===== src/rtl/fifo_umbral_param.sv =====
// fifo_umbral_param: parametrised synchronous FIFO with programmable almost flags and sticky error flags
module fifo_umbral_param #(
    parameter int DATA_W = 10,
    parameter int ADDR_W = 3
) (
    input  logic              clk,
    input  logic              reset,
    input  logic              push,
    input  logic [DATA_W-1:0] data_in,
    input  logic              pop,
    input  logic [ADDR_W:0]   alto,
    input  logic [ADDR_W:0]   bajo,
    input  logic              err_clear,
    output logic [DATA_W-1:0] data_out,
    output logic              valid_out,
    output logic [ADDR_W:0]   count,
    output logic              full,
    output logic              empty,
    output logic              almost_full,
    output logic              almost_empty,
    output logic              overflow,
    output logic              underflow
);
    localparam int DEPTH = 2 ** ADDR_W;
    logic [DATA_W-1:0] mem [DEPTH];
    logic [ADDR_W-1:0] wr_ptr, rd_ptr;
    logic push_ok, pop_ok;
    always_comb begin
        full         = count == (ADDR_W+1)'(DEPTH);
        empty        = count == '0;
        almost_full  = count >= alto;
        almost_empty = count <= bajo;
        push_ok      = push & (~full | pop);
        pop_ok       = pop & ~empty;
    end
    always_ff @(posedge clk)
        if (push_ok) mem[wr_ptr] <= data_in;
    always_ff @(posedge clk or posedge reset) begin
        if (reset) begin
            wr_ptr    <= '0;
            rd_ptr    <= '0;
            count     <= '0;
            data_out  <= '0;
            valid_out <= 1'b0;
            overflow  <= 1'b0;
            underflow <= 1'b0;
        end else begin
            if (push_ok) wr_ptr <= wr_ptr + 1'b1;
            if (pop_ok) begin
                rd_ptr   <= rd_ptr + 1'b1;
                data_out <= mem[rd_ptr];
            end
            valid_out <= pop_ok;
            count     <= count + (ADDR_W+1)'(push_ok) - (ADDR_W+1)'(pop_ok);
            overflow  <= (push & ~push_ok) | (overflow & ~err_clear);
            underflow <= (pop & ~pop_ok) | (underflow & ~err_clear);
        end
    end
endmodule


===== config.mk =====
export PLATFORM = sky130hd
export DESIGN_NAME = fifo_umbral_param
export DESIGN_NICKNAME = d
export VERILOG_FILES = /design/src/rtl/fifo_umbral_param.sv
export SDC_FILE = /design/constraint.sdc
export NUM_CORES = 1
export LEC_CHECK = 0
export ABC_CLOCK_PERIOD_IN_PS = 2350
export CAP_MARGIN = 40
export CORE_ASPECT_RATIO = 0.75
export CORE_UTILIZATION = 30
export CTS_CLUSTER_SIZE = 16
export DETAILED_ROUTE_END_ITERATION = 16
export GPL_ROUTABILITY_DRIVEN = 0
export PLACE_DENSITY = 0.58
export SYNTH_ARGS = -nofsm -noshare
export SYNTH_HDL_FRONTEND = slang
export SYNTH_SLANG_ARGS = --single-unit
export TNS_END_PERCENT = 1

===== constraint.sdc =====
create_clock -name clk -period 2.35 [get_ports clk]
set_input_delay 0.705 -clock clk [delete_from_list [all_inputs] [get_ports clk]]
set_output_delay 0.705 -clock clk [all_outputs]
set_load 0.02 [all_outputs]

==> results.ini, run 1 <==
[sta]
fin_ws_ns=-0.1086
hold_violations=0
report.final.slew_viol_count=0
rsz0062_at_grt=true
max_clock_freq_mhz=406.7
worst_pin_slew_ns=0.6062
min_period_ns=2.459
finalCritPeriodShare=1.046
skew_ns=0.006247
max_slew_margin=0.5954
finalSetupViolCount=2

[logic_synthesis]
syn_area_per_cell_sq_um=15.15
synth_nets=327
synth_cells=287
async_flop_share=0.2233
yosysWarnings=0
ys_ff_latch=103
seq_area_frac_synth=0.6851
netlist-cell-type-count=35
synth_ff_type=edfxtp_1
synth_edf_count=80
netlist_area_sq_um=4347

[power_and_ir_drop]
powerDensity_nw_per_um2=1197
p_leak_nw=2.191
irDropWorstVdd_uv=399.2

[clock_network]
clk_latency_ns=0.34
cts_buffer_depth=2
clockRootBuffer=clkbuf_16
cts_buffers=9
cts_tree=built
cts.sinks=103
path_clk_slew_ns=0.06
cts_max_level=3
post_cts_buffers=0

[critical_path]
critPathCaptureType=primary output
path_max_fanout=2
critPathKind=in -> out
cp-start-kind=primary input
cp.arrival_ns=1.75
cp.required_ns=1.64

[routing]
drc=0
drtAntennaViolNets=0
routed_wl_mm=8.741
viasPerCell=4.408
drt_iter0_markers=131
vias=2464
first_pass_iters=4
wl_per_cell_microns=15.64

[floorplan]
die_x_microns=141.0
fp.dieH_microns=106.2
dieArea_sq_um=14980
row_count=37
initial_utilization=0.3119
core_area_sq_um=13930
pin_count=44

[placed_design]
dp_cells=543
io_buffer_count=43
post-place-ws_ns=-1.082
post-dp-hpwl_mm=5.787

[global_routing]
grt_pass1_vias=2549
grtUsageMet1=0.1645
grt_max_degree=34
antenna_found_initial=0
grt_pass1_wl_mm=13.90
top_usage_layer=met2
use_met3=0.04414
grt_overflow=0
grt_use_total=0.1288
grtUsageMet2=0.2093

[finish]
nets=399
final_cell_mix=edfxtp_1 (80), mux2i_1 (40), nand2_1 (32)
diodes=0
fillers=1304
final_cells=559
drive_gt1_frac=0.2115
syn_to_final_growth_pct=28.01
final_common_cell=edfxtp_1

[status]
status=finished with violations
violations=setup timing

[worst_hold_path]
hold_class=reg -> reg

[flow_run]
maxCapViolCount=0

## cells in the mapped netlist, types with 2 or more instances
library cell / number / area share
nor2b_1: 3 / 0.0043
a22oi_1: 20 / 0.035
buf_2: 2 / 0.0023
a21o_1: 4 / 0.0069
mux2i_1: 40 / 0.092
buf_8: 2 / 0.0069
nand2b_1: 3 / 0.0043
o21a_1: 2 / 0.0035
xor2_1: 2 / 0.0040
inv_1: 15 / 0.013
buf_4: 2 / 0.0035
nand2_1: 32 / 0.028
nor2_1: 3 / 0.0026
edfxtp_1: 80 / 0.55
dfrtp_1: 23 / 0.13
buf_6: 3 / 0.0078
ha_1: 16 / 0.046
xnor2_1: 4 / 0.0081
nand3_1: 10 / 0.012
nor3_1: 4 / 0.0046
o21ai_0: 3 / 0.0035
## logic make-up after synthesis
kind of cell,synth area share
XOR/XNOR,0.01209
buffers and inverters,0.03684
adder cells (fa/ha/maj),0.05066
flip-flops,0.6851
AO/OA/AOI/OAI,0.04951
AND/OR/NAND/NOR,0.07370
multiplexers,0.09211
## worst max-delay path, cell delays in order
cell	delay, ns
buf_6	0.10
inv_4	0.04
ha_4	0.18
nor2b_4	0.12
o21a_1	0.17
o21a_1	0.17
o21ai_1	0.12
buf_4	0.15
## registers in the layout, summed over array words and instances (netlist names)
signal / cells
count: 4
data_out: 10
mem: 80
overflow: 1
rd_ptr: 3
underflow: 1
valid_out: 1
wr_ptr: 3
## routing by layer
metal	vias up	part of all wire
met3	4	0.046
li1	1194	-
met1	1224	0.46
met5	-	0
met4	0	0.0074
met2	42	0.48
## power by group
group,switching (mW),internal (mW)
clock,0.608,0.878
sequential,0.258,2.37
combinational,1.33,1.21
total,2.20,4.46
## area by class of cell
type	count	area, sq um	share of cell area
Sequential cell	103	2982	0.5359
Multi-Input combinational cell	157	1325	0.2381
Timing Repair Buffer	71	643.1	0.1156
Clock buffer	12	256.5	0.04610
Tap cell	195	244.0	0.04385
Inverter	17	68.82	0.01237
Clock inverter	4	45.04	0.008095
## stage by stage
stage | area, sq um | total power, mW | util | hold WS [ns] | setup TNS [ns]
floorplan | 4359 | 4.197 | - | 0.5090 | -2.191
global placement | 5164 | 5.048 | 0.3706 | 0.4598 | -6.527
detailed placement | 5164 | 5.101 | 0.3706 | 0.4682 | -8.360
CTS | 5554 | 6.697 | 0.3986 | 0.4838 | -0.2549
global route | 5564 | 7.080 | 0.3993 | 0.5020 | -0.4531
finish | 5564 | 6.659 | 0.3993 | 0.4737 | -0.2140
## repair_timing
item | 4_1_cts | 5_1_grt
hold buffers | 0 | 0
gates resized for setup | 51 | 8
setup endpoints to repair | 5 | 7
pin swaps | 14 | 2
gates cloned | 0 | 0
## worst paths after layout
kind	endpoint	start	cells after the start	slack [ns]
max in group asynchronous	count[3]	reset	3	1.35
min in group asynchronous	data_out[5]	reset	3	0.73
min reg2reg	data_out[1]	data_out[1]	2	0.47
min	data_out[1]	data_out[1]	2	0.47
max	almost_empty	bajo[1]	8	-0.11
max reg2reg	count[2]	count[1]	10	0.08
Note: power is estimated with default switching activity, not from simulation.
==> run 2, diff against run 1 <==
- CORE_MARGIN: not set -> 5
- HOLD_SLACK_MARGIN: not set -> 0.03
==> results.ini, run 2 (synthesis results as in run 1) <==
[clock_network]
cts_buffer_depth=2
clockRootBuffer=clkbuf_16
cts_tree=built
path_clk_slew_ns=0.07
cts_max_level=3
cts_buffers=9
cts.sinks=103
hold_buffers=0
clk_latency_ns=0.35

[floorplan]
die_x_microns=149.0
core_area_sq_um=14360
fp.dieH_microns=114.2
row_count=38
initial_utilization=0.3027
pin_count=44
dieArea_sq_um=17020

[finish]
syn_to_final_growth_pct=27.23
largest_register_ff_count=80
design_area_sq_um=5530
seq_area_sq_um=2982
fillers=1374
drive_gt1_frac=0.2094
regMostFlops=mem
nets=398
final_cell_mix=edfxtp_1 (80), mux2i_1 (40), nand2_1 (32)
multi_input_area_sq_um=1311
final_util=0.3852
final_common_cell=edfxtp_1
top_regs=mem x80, data_out x10, count x4
diodes=0

[sta]
skew_ns=0.008154
max_clock_freq_mhz=403.6
finalSetupViolCount=2
min_period_ns=2.477
rsz0062_at_grt=true
finalCritPeriodShare=1.054
max_slew_margin=0.6028
report.final.slew_viol_count=0
fin_ws_ns=-0.1274
worst_pin_slew_ns=0.5952
hold_violations=0

[placed_design]
post-dp-hpwl_mm=5.999
io_buffer_count=43
post-place-ws_ns=-1.046
placed_area_sq_um=5175

[status]
status=finished with violations
violations=setup timing

[power_and_ir_drop]
irDropWorstVdd_uv=548.8
p_leak_nw=2.167
powerDensity_nw_per_um2=1189
power_mw=6.573

[routing]
wl_per_cell_microns=16.17
first_pass_iters=4
drc=0
drt_iter0_markers=153
vias=2460
routed_wl_mm=9.104
viasPerCell=4.369
drtAntennaViolNets=0

[global_routing]
grt_pass1_vias=2670
antenna_found_initial=0
grt_overflow=0
grtUsageMet2=0.1799
grtUsageMet1=0.1561
top_usage_layer=met2
grt_max_degree=43
grt_pass1_wl_mm=14.57
grt_use_total=0.1141
use_met3=0.03403

[critical_path]
rrSetupSlack_ns=0.04
cp.required_ns=1.64
critPathCaptureType=primary output
cp.arrival_ns=1.77
critPathKind=in -> out
cp-start-kind=primary input
path_max_fanout=2

[worst_hold_path]
hold_class=reg -> reg

[flow_run]
maxCapViolCount=0

run 2: what timing repair did:
| item | CTS | global route |
|---|---|---|
| setup buffers | 0 | 0 |
| endpoints found under the setup margin | 6 | 7 |
| pin swaps | 14 | 7 |
| resized for setup | 42 | 12 |
run 2: final timing paths:
| kind | start | end | cells past startpoint |
|---|---|---|---|
| worst min-delay path | data_out[1] | data_out[1] | 2 |
| worst min register to register | data_out[1] | data_out[1] | 2 |
| max in group asynchronous | reset | count[3] | 3 |
| worst max-delay path | bajo[1] | almost_empty | 8 |
| min in group asynchronous | reset | valid_out | 3 |
| worst max register to register | count[2] | count[2] | 10 |
run 2: cell type report:
| type | count | area share |
|---|---|---|
| sequential | 103 | 0.5391 |
| multi-input combinational | 157 | 0.2371 |
| timing repair buffer | 70 | 0.1158 |
| tap | 200 | 0.04525 |
| clock buffer | 9 | 0.04072 |
| inverter | 17 | 0.01199 |
| clock inverter | 7 | 0.009955 |
run 2: power breakdown:
group | internal, mW | leakage [nW] | switching, mW | total, mW
logic | 1.20 | 1.03 | 1.38 | 2.58
registers | 2.37 | 1.00 | 0.218 | 2.59
clock network | 0.729 | 0.133 | 0.670 | 1.40
total | 4.30 | 2.17 | 2.27 | 6.57
run 2: through the flow:
step	instances	TNS, ns	hold slack, ns
2_1_floorplan	287	-2.191	0.5090
5_1_grt	563	-0.4611	0.5049
3_3_place_gp	547	-11.23	0.4620
3_5_place_dp	547	-12.13	0.4622
6_report	563	-0.2364	0.4746
4_1_cts	563	-0.3124	0.4842
run 2: critical path: stages:
cell and delay (ns):
buf_2 0.10, inv_2 0.05, ha_4 0.19, nor2b_1 0.12
o21a_1 0.16, o21a_1 0.16, o21ai_1 0.12, buf_4 0.16
run 2: routing by layer:
metal / up-vias / routed length [microns] / share of wire
met5: - / 0 / 0
met4: 0 / 73 / 0.0080
met3: 6 / 427 / 0.047
met2: 43 / 4187 / 0.46
met1: 1207 / 4415 / 0.48
li1: 1204 / - / -
